File: src/rtl/xadc_drp_sampler_pkg.sv
// xadc_pkg: FSM encoding, DRP addresses and data widths shared by the XADC sampler.
package xadc_pkg;
    localparam int CODE_W = 12;
    localparam int MV_W = 16;
    localparam logic [7:0] VAUX0_ADDR = 8'h10;
    localparam logic [7:0] VAUX1_ADDR = 8'h11;
    localparam logic [7:0] VAUX8_ADDR = 8'h18;
    localparam logic [7:0] VAUX9_ADDR = 8'h19;
    typedef enum logic [2:0] {IDLE, REQ, WAIT, SCALE, NEXT, PUBLISH} state_t;
endpackage

File: src/rtl/xadc_drp_sampler_if.sv
// xadc_drp_sampler_if: XADC dynamic reconfiguration port, master side is the sampler.
interface xadc_drp_sampler_if;
    logic [6:0]  drp_daddr;
    logic        drp_den;
    logic        drp_dwe;
    logic [15:0] drp_di;
    logic [15:0] drp_do;
    logic        drp_drdy;
    modport master(output drp_daddr, drp_den, drp_dwe, drp_di, input drp_do, drp_drdy);
    modport slave(input drp_daddr, drp_den, drp_dwe, drp_di, output drp_do, drp_drdy);
endinterface

File: src/rtl/xadc_drp_sampler_code_to_mv.sv
// xadc_code_to_mv: registered 12-bit XADC code to millivolts, rounded to nearest.
module xadc_code_to_mv
    import xadc_pkg::*;
#(
    parameter int FULL_SCALE_MV = 1000
)(
    input  logic              clk,
    input  logic              rstn,
    input  logic [CODE_W-1:0] code_i,
    output logic [MV_W-1:0]   mv_o
);
    logic [21:0] prod;
    assign prod = 22'(code_i) * 22'(FULL_SCALE_MV) + 22'd2048;
    always_ff @(posedge clk or negedge rstn)
        if (!rstn) mv_o <= '0;
        else mv_o <= MV_W'(prod >> 12);
endmodule

File: src/rtl/xadc_drp_sampler.sv
// xadc_drp_sampler: polls four XADC channels over DRP after each eos and publishes millivolts.
// Optional multi-sweep averaging is enabled by defining XADC_AVG_EN.
module xadc_drp_sampler
    import xadc_pkg::*;
#(
`ifdef XADC_AVG_EN
    parameter int AVG_LOG2 = 2,
`endif
    parameter logic [7:0] CH0_ADDR = VAUX1_ADDR,
    parameter logic [7:0] CH1_ADDR = VAUX0_ADDR,
    parameter logic [7:0] CH2_ADDR = VAUX8_ADDR,
    parameter logic [7:0] CH3_ADDR = VAUX9_ADDR,
    parameter int FULL_SCALE_MV = 1000,
    parameter int TIMEOUT_CYC = 255
)(
    input  logic                     clk,
    input  logic                     rstn,
    input  logic                     eos,
    xadc_drp_sampler_if.master       drp,
    output logic [MV_W-1:0]          dout0,
    output logic [MV_W-1:0]          dout1,
    output logic [MV_W-1:0]          dout2,
    output logic [MV_W-1:0]          dout3,
    output logic                     dout_valid,
    output logic                     drp_err
);
    localparam int WCNT_W = $clog2(TIMEOUT_CYC + 1);
`ifdef XADC_AVG_EN
    localparam int ACC_W = MV_W + AVG_LOG2;
    localparam logic [ACC_W-1:0] RND = ACC_W'((1 << AVG_LOG2) >> 1);
`else
    localparam int ACC_W = MV_W;
`endif
    state_t              state_q;
    logic [1:0]          ch_q;
    logic [1:0]          ch_nx;
    logic                pend_q;
    logic                to_q;
    logic [WCNT_W-1:0]   wcnt_q;
    logic [CODE_W-1:0]   code_q;
    logic [6:0]          daddr_q;
    logic                den_q;
    logic [MV_W-1:0]     mv;
    logic [MV_W-1:0]     add_mv;
    logic [ACC_W-1:0]    acc_d;
    logic [MV_W-1:0]     last_q [4];
    logic [ACC_W-1:0]    acc_q [4];
    logic [3:0][6:0]     addr;
    logic                pub;
    logic                unused_do;

    assign addr = {CH3_ADDR[6:0], CH2_ADDR[6:0], CH1_ADDR[6:0], CH0_ADDR[6:0]};
    assign ch_nx = ch_q + 2'd1;
    // A timed-out read re-uses the channel's last good value so the sum stays meaningful.
    assign add_mv = to_q ? last_q[ch_q] : mv;
    assign acc_d = acc_q[ch_q] + ACC_W'(add_mv);
    assign drp.drp_daddr = daddr_q;
    assign drp.drp_den = den_q;
    assign drp.drp_dwe = 1'b0;
    assign drp.drp_di = '0;
    assign unused_do = ^drp.drp_do[3:0];

`ifdef XADC_AVG_EN
    logic [4:0] swp_q;
    assign pub = swp_q == 5'((1 << AVG_LOG2) - 1);
    function automatic logic [MV_W-1:0] scale_out(logic [ACC_W-1:0] a);
        return MV_W'((a + RND) >> AVG_LOG2);
    endfunction
    always_ff @(posedge clk or negedge rstn)
        if (!rstn) swp_q <= '0;
        else if (state_q == PUBLISH) swp_q <= pub ? 5'd0 : swp_q + 5'd1;
`else
    assign pub = 1'b1;
    function automatic logic [MV_W-1:0] scale_out(logic [ACC_W-1:0] a);
        return a;
    endfunction
`endif

    xadc_code_to_mv #(.FULL_SCALE_MV(FULL_SCALE_MV)) u_c2m (
        .clk(clk),
        .rstn(rstn),
        .code_i(code_q),
        .mv_o(mv)
    );

    always_ff @(posedge clk or negedge rstn) begin
        if (!rstn) begin
            state_q <= IDLE;
            ch_q <= '0;
            pend_q <= 1'b0;
            to_q <= 1'b0;
            wcnt_q <= '0;
            code_q <= '0;
            daddr_q <= '0;
            den_q <= 1'b0;
            dout0 <= '0;
            dout1 <= '0;
            dout2 <= '0;
            dout3 <= '0;
            dout_valid <= 1'b0;
            drp_err <= 1'b0;
            for (int i = 0; i < 4; i++) begin
                acc_q[i] <= '0;
                last_q[i] <= '0;
            end
        end else begin
            den_q <= 1'b0;
            dout_valid <= 1'b0;
            if (eos && state_q != IDLE) pend_q <= 1'b1;
            case (state_q)
                IDLE: if (eos || pend_q) begin
                    pend_q <= 1'b0;
                    ch_q <= '0;
                    daddr_q <= addr[0];
                    den_q <= 1'b1;
                    state_q <= REQ;
                end
                REQ: begin
                    wcnt_q <= '0;
                    to_q <= 1'b0;
                    state_q <= WAIT;
                end
                WAIT: if (drp.drp_drdy) begin
                    code_q <= drp.drp_do[15:4];
                    state_q <= SCALE;
                end else if (wcnt_q == WCNT_W'(TIMEOUT_CYC - 1)) begin
                    to_q <= 1'b1;
                    drp_err <= 1'b1;
                    state_q <= NEXT;
                end else wcnt_q <= wcnt_q + 1'b1;
                SCALE: state_q <= NEXT;
                NEXT: begin
                    acc_q[ch_q] <= acc_d;
                    last_q[ch_q] <= add_mv;
                    if (ch_q != 2'd3) begin
                        ch_q <= ch_nx;
                        daddr_q <= addr[ch_nx];
                        den_q <= 1'b1;
                        state_q <= REQ;
                    end else state_q <= PUBLISH;
                end
                PUBLISH: begin
                    if (pub) begin
                        dout0 <= scale_out(acc_q[0]);
                        dout1 <= scale_out(acc_q[1]);
                        dout2 <= scale_out(acc_q[2]);
                        dout3 <= scale_out(acc_q[3]);
                        dout_valid <= 1'b1;
                        for (int i = 0; i < 4; i++) acc_q[i] <= '0;
                    end
                    state_q <= IDLE;
                end
                default: state_q <= IDLE;
            endcase
        end
    end
endmodule

File: src/flat_wrapper.sv
// flat-port wrapper written by rule: the top's interface ports become plain ports
module xadc_drp_sampler_flat import xadc_pkg::*;
#(

    parameter logic [7:0] CH0_ADDR = VAUX1_ADDR,
    parameter logic [7:0] CH1_ADDR = VAUX0_ADDR,
    parameter logic [7:0] CH2_ADDR = VAUX8_ADDR,
    parameter logic [7:0] CH3_ADDR = VAUX9_ADDR,
    parameter int FULL_SCALE_MV = 1000,
    parameter int TIMEOUT_CYC = 255
)
  (clk, rstn, eos, dout0, dout1, dout2, dout3, dout_valid, drp_err, drp_drp_daddr, drp_drp_den, drp_drp_dwe, drp_drp_di, drp_drp_do, drp_drp_drdy);
  xadc_drp_sampler_if drp_i ();
  input  logic clk;
  input  logic rstn;
  input  logic eos;
  output logic [MV_W-1:0] dout0;
  output logic [MV_W-1:0] dout1;
  output logic [MV_W-1:0] dout2;
  output logic [MV_W-1:0] dout3;
  output logic dout_valid;
  output logic drp_err;
  output wire logic [$bits(drp_i.drp_daddr)-1:0] drp_drp_daddr;
  output wire logic [$bits(drp_i.drp_den)-1:0] drp_drp_den;
  output wire logic [$bits(drp_i.drp_dwe)-1:0] drp_drp_dwe;
  output wire logic [$bits(drp_i.drp_di)-1:0] drp_drp_di;
  input wire logic [$bits(drp_i.drp_do)-1:0] drp_drp_do;
  input wire logic [$bits(drp_i.drp_drdy)-1:0] drp_drp_drdy;
  assign drp_drp_daddr = drp_i.drp_daddr;
  assign drp_drp_den = drp_i.drp_den;
  assign drp_drp_dwe = drp_i.drp_dwe;
  assign drp_drp_di = drp_i.drp_di;
  assign drp_i.drp_do = drp_drp_do;
  assign drp_i.drp_drdy = drp_drp_drdy;
  xadc_drp_sampler #(.CH0_ADDR(CH0_ADDR), .CH1_ADDR(CH1_ADDR), .CH2_ADDR(CH2_ADDR), .CH3_ADDR(CH3_ADDR), .FULL_SCALE_MV(FULL_SCALE_MV), .TIMEOUT_CYC(TIMEOUT_CYC)) u_core (.clk(clk), .rstn(rstn), .eos(eos), .drp(drp_i), .dout0(dout0), .dout1(dout1), .dout2(dout2), .dout3(dout3), .dout_valid(dout_valid), .drp_err(drp_err));
endmodule
File: config.mk
export PLATFORM = sky130hd
export DESIGN_NAME = xadc_drp_sampler_flat
export DESIGN_NICKNAME = d
export VERILOG_FILES = /design/src/rtl/xadc_drp_sampler_pkg.sv /design/src/rtl/xadc_drp_sampler_if.sv /design/src/rtl/xadc_drp_sampler_code_to_mv.sv /design/src/rtl/xadc_drp_sampler.sv /design/src/flat_wrapper.sv
export SDC_FILE = /design/constraint.sdc
export NUM_CORES = 1
export LEC_CHECK = 0
export BUFFER_PORTS_ARGS = -buffer_cell sky130_fd_sc_hd__buf_2
export CORE_MARGIN = 1
export CORE_UTILIZATION = 45
export DETAILED_ROUTE_END_ITERATION = 12
export SYNTH_ARGS = -nofsm -noshare
export SYNTH_HDL_FRONTEND = slang
export SYNTH_SLANG_ARGS = --single-unit
File: constraint.sdc
create_clock -name clk -period 12.3 [get_ports clk]
set_clock_uncertainty 0.05 [all_clocks]
set_input_delay 2.46 -clock clk [delete_from_list [all_inputs] [get_ports clk]]
set_output_delay 2.46 -clock clk [all_outputs]
set_load 0.02 [all_outputs]
==> metrics.txt <==
Final Non-Filler Cells 1722; mux contribution to synthesized area 0.0665; Final Cycle Share 0.435; commonest non-fill, non-tap cell in the layout nand2_1; input/output buffers between 80 and 90; slowest CP cell fa_1; cts repair resizes 0; Setup TNS 0 ns; Ys Warns 0; Avg Cell Area, Syn approximately 10 um2; required time of the critical path 12.64 ns; drt via density approximately 5; crit path kind reg -> reg; CP endpoint kind flip-flop; GRT Overall Usage 0.193; vias in the first global route 8726; CP max FO 5; full die area 28800 um2; CP startpoint kind flip-flop; ys async rst share 1.00; Least-Margin Pin Slew 0.951 ns; first-pass GRT wire length about 45000 um; TritonCTS Buffers 26; H-tree depth 1; synthesis-to-layout area growth 12.2%; Avg WL per Cell 15.4 um; share of cells above drive strength 1 0.148; Final Max Tran Viols 0; Hold Path Class reg -> reg; number of synthesized flops with an enable pin 0; Final ANT Viol Nets 0; layout net count 1449; Crit path largest cell delay between 0.5 and 0.6 ns; status finished, final reports clean; Hold Buf Count CTS 0; register area share after synthesis 0.463; Bufs on Longest Clock Path 3; largest net degree at the start of global routing 96; Inst Count DP 1676; compound-cell area share of the yosys netlist 0.102; post-synthesis instance total 1267; #FFs+latches synth 234; Adder-Cell Fraction of Synth Area 0.124; io pins 111; DRT iter0 DRCs 562; most frequent CP cell fa_1; HPWL Detailed around 18000 um; largest family of logic cells by synthesized area simple AND/OR/NAND/NOR gates; initial core utilization 0.457; CP arrival around 5.7 ns; # DRC 0; post-synthesis simple-gate area fraction 0.159; max_cap viols 0; Post-Route WL 26600 um; Clock Root Buffer clkbuf_16; FILL cells ~2600; std cell rows 61; CORE AREA 27700 um2; diode count 0; CTS Sinks 234; Post-CTS Setup Bufs 0; routability cong. 0.831; Post-Synth XOR/XNOR Area 0.0269; Slew HR 0.366; final setup fails 0; unique cell type count in the Yosys netlist between 60 and 70; clock-pin slew on the worst setup and hold paths 0.06 ns; GRT overflow 0; RSZ-0062 raised after global routing false; Peak Freq 187 MHz; initial antenna violation count 0; commonest non-fill, non-tap cells in the layout 289 x nand2_1, 233 x dfrtp_1, 147 x o21ai_0, 84 x buf_2, 82 x inv_1; die extent in x 170 um; later-pin clock latency in the skew report 0.52 ns; Die Ht 170 um; worst-path cell chain inv_1 -> fa_1 -> fa_1 -> fa_1 -> fa_1 -> inv_1 -> ha_1 -> and3_2 -> a21boi_0 -> nor2_1 -> o31a_1 -> ha_1 -> nand3_1 -> a31oi_1 -> nor4b_4 -> nand3_2 -> or2_4 -> a2111oi_2 -> nand2_1; Final Hold Viols 0; fin crit period around 5.4 ns; top_reg_cell synth dfrtp_1; mapped cell area 12700 um2; CTS tree done; 1st-pass router iterations 5; DR vias 8818
-- sequential cells by signal (all words and copies together), names as in the netlist --
register,flops
u_core.acc_q,64
u_core.last_q,64
u_core.dout0,16
u_core.dout1,16
u_core.dout2,16
u_core.dout3,16
u_core.code_q,12
u_core.u_c2m.mv_o,10
u_core.wcnt_q,8
u_core.drp.drp_daddr,3
u_core.state_q,3
u_core.ch_q,1
u_core.dout_valid,1
u_core.drp.drp_den,1
u_core.drp_err,1
u_core.pend_q,1
u_core.to_q,1
-- Yosys cell counts (3+ instances only) --
library cell	number	area share
a21o_1	9	0.0053
a21oi_1	26	0.010
a31oi_1	3	0.0015
and3_1	6	0.0030
buf_1	10	0.0030
buf_2	6	0.0024
buf_4	22	0.013
clkbuf_1	47	0.014
dfrtp_1	234	0.46
fa_1	38	0.060
ha_1	65	0.064
inv_1	83	0.025
mux2i_1	11	0.0087
mux4_2	32	0.057
nand2_1	294	0.087
nand2b_1	5	0.0025
nand3_1	74	0.029
nand3b_1	3	0.0018
nand4_1	6	0.0030
nor2_1	28	0.0083
nor2b_1	9	0.0044
nor3_1	9	0.0036
nor4_1	3	0.0015
o21a_1	5	0.0030
o21ai_0	147	0.058
o21ai_1	4	0.0016
or3_1	3	0.0015
xnor2_1	13	0.0090
xor2_1	24	0.017
-- routing by layer --
| metal | vias to the layer above | track usage | part of all wire |
|---|---|---|---|
| li1 | 4330 | - | - |
| met1 | 4320 | 0.266 | 0.47 |
| met2 | 135 | 0.327 | 0.48 |
| met3 | 33 | 0.0238 | 0.033 |
| met4 | 0 | 0.0427 | 0.017 |
| met5 | - | 0 | 0 |
-- critical path, delay by kind of cell, from the launching register on --
kind / cells / cell delay, ns
simple gates: 7 / 1.21
fa+ha+maj: 6 / 2.54
flops: 1 / 0.40
buf+inv: 2 / 0.31
compound gates: 4 / 0.73
-- final timing paths --
path | startpoint | to | slack, ns | cells after the start
max | u_core.code_q[5] | u_core.u_c2m.mv_o[9] | 6.95 | 19
min | u_core.drp_err | u_core.drp_err | 0.40 | 1
max reg2reg | u_core.code_q[5] | u_core.u_c2m.mv_o[9] | 6.95 | 19
min reg2reg | u_core.drp_err | u_core.drp_err | 0.40 | 1
max in group asynchronous | rstn | u_core.acc_q[58] | 8.84 | 2
min in group asynchronous | rstn | u_core.wcnt_q[5] | 1.92 | 1
-- stage by stage --
step	setup slack (ns)	utilization	area [um2]	hold slack, ns
after CTS	6.91	0.513	14200	0.408
final	6.95	0.513	14200	0.398
after detailed placement	6.92	0.481	13300	0.393
after global routing	6.59	0.513	14200	0.416
after global placement	6.90	0.481	13300	0.386
after floorplan	7.33	-	12700	0.395
-- cells by family (layout without fill, tap and decap cells) --
group | count (synthesis) | after routing
muxes | 44 | 44
DFF | 234 | 234
xor gates and xnor gates | 38 | 38
adders and majority gates | 103 | 103
buffers and inverters | 169 | 226
AOI/OAI and AO/OA | 222 | 222
other | 1 | 21
and+or+nand+nor | 456 | 456
-- final cells by class --
type	instances	area (um2)	share of cell area
Tap cell	378	473	0.0333
Sequential cell	234	5860	0.412
Timing Repair Buffer	97	526	0.0370
Inverter	83	312	0.0219
Multi-Input combinational cell	884	6160	0.434
Clock inverter	6	83.8	0.00590
Clock buffer	40	795	0.0559
Power is not shown: default switching activity piles up to over one toggle a cycle in this logic, so the estimate is an artifact.
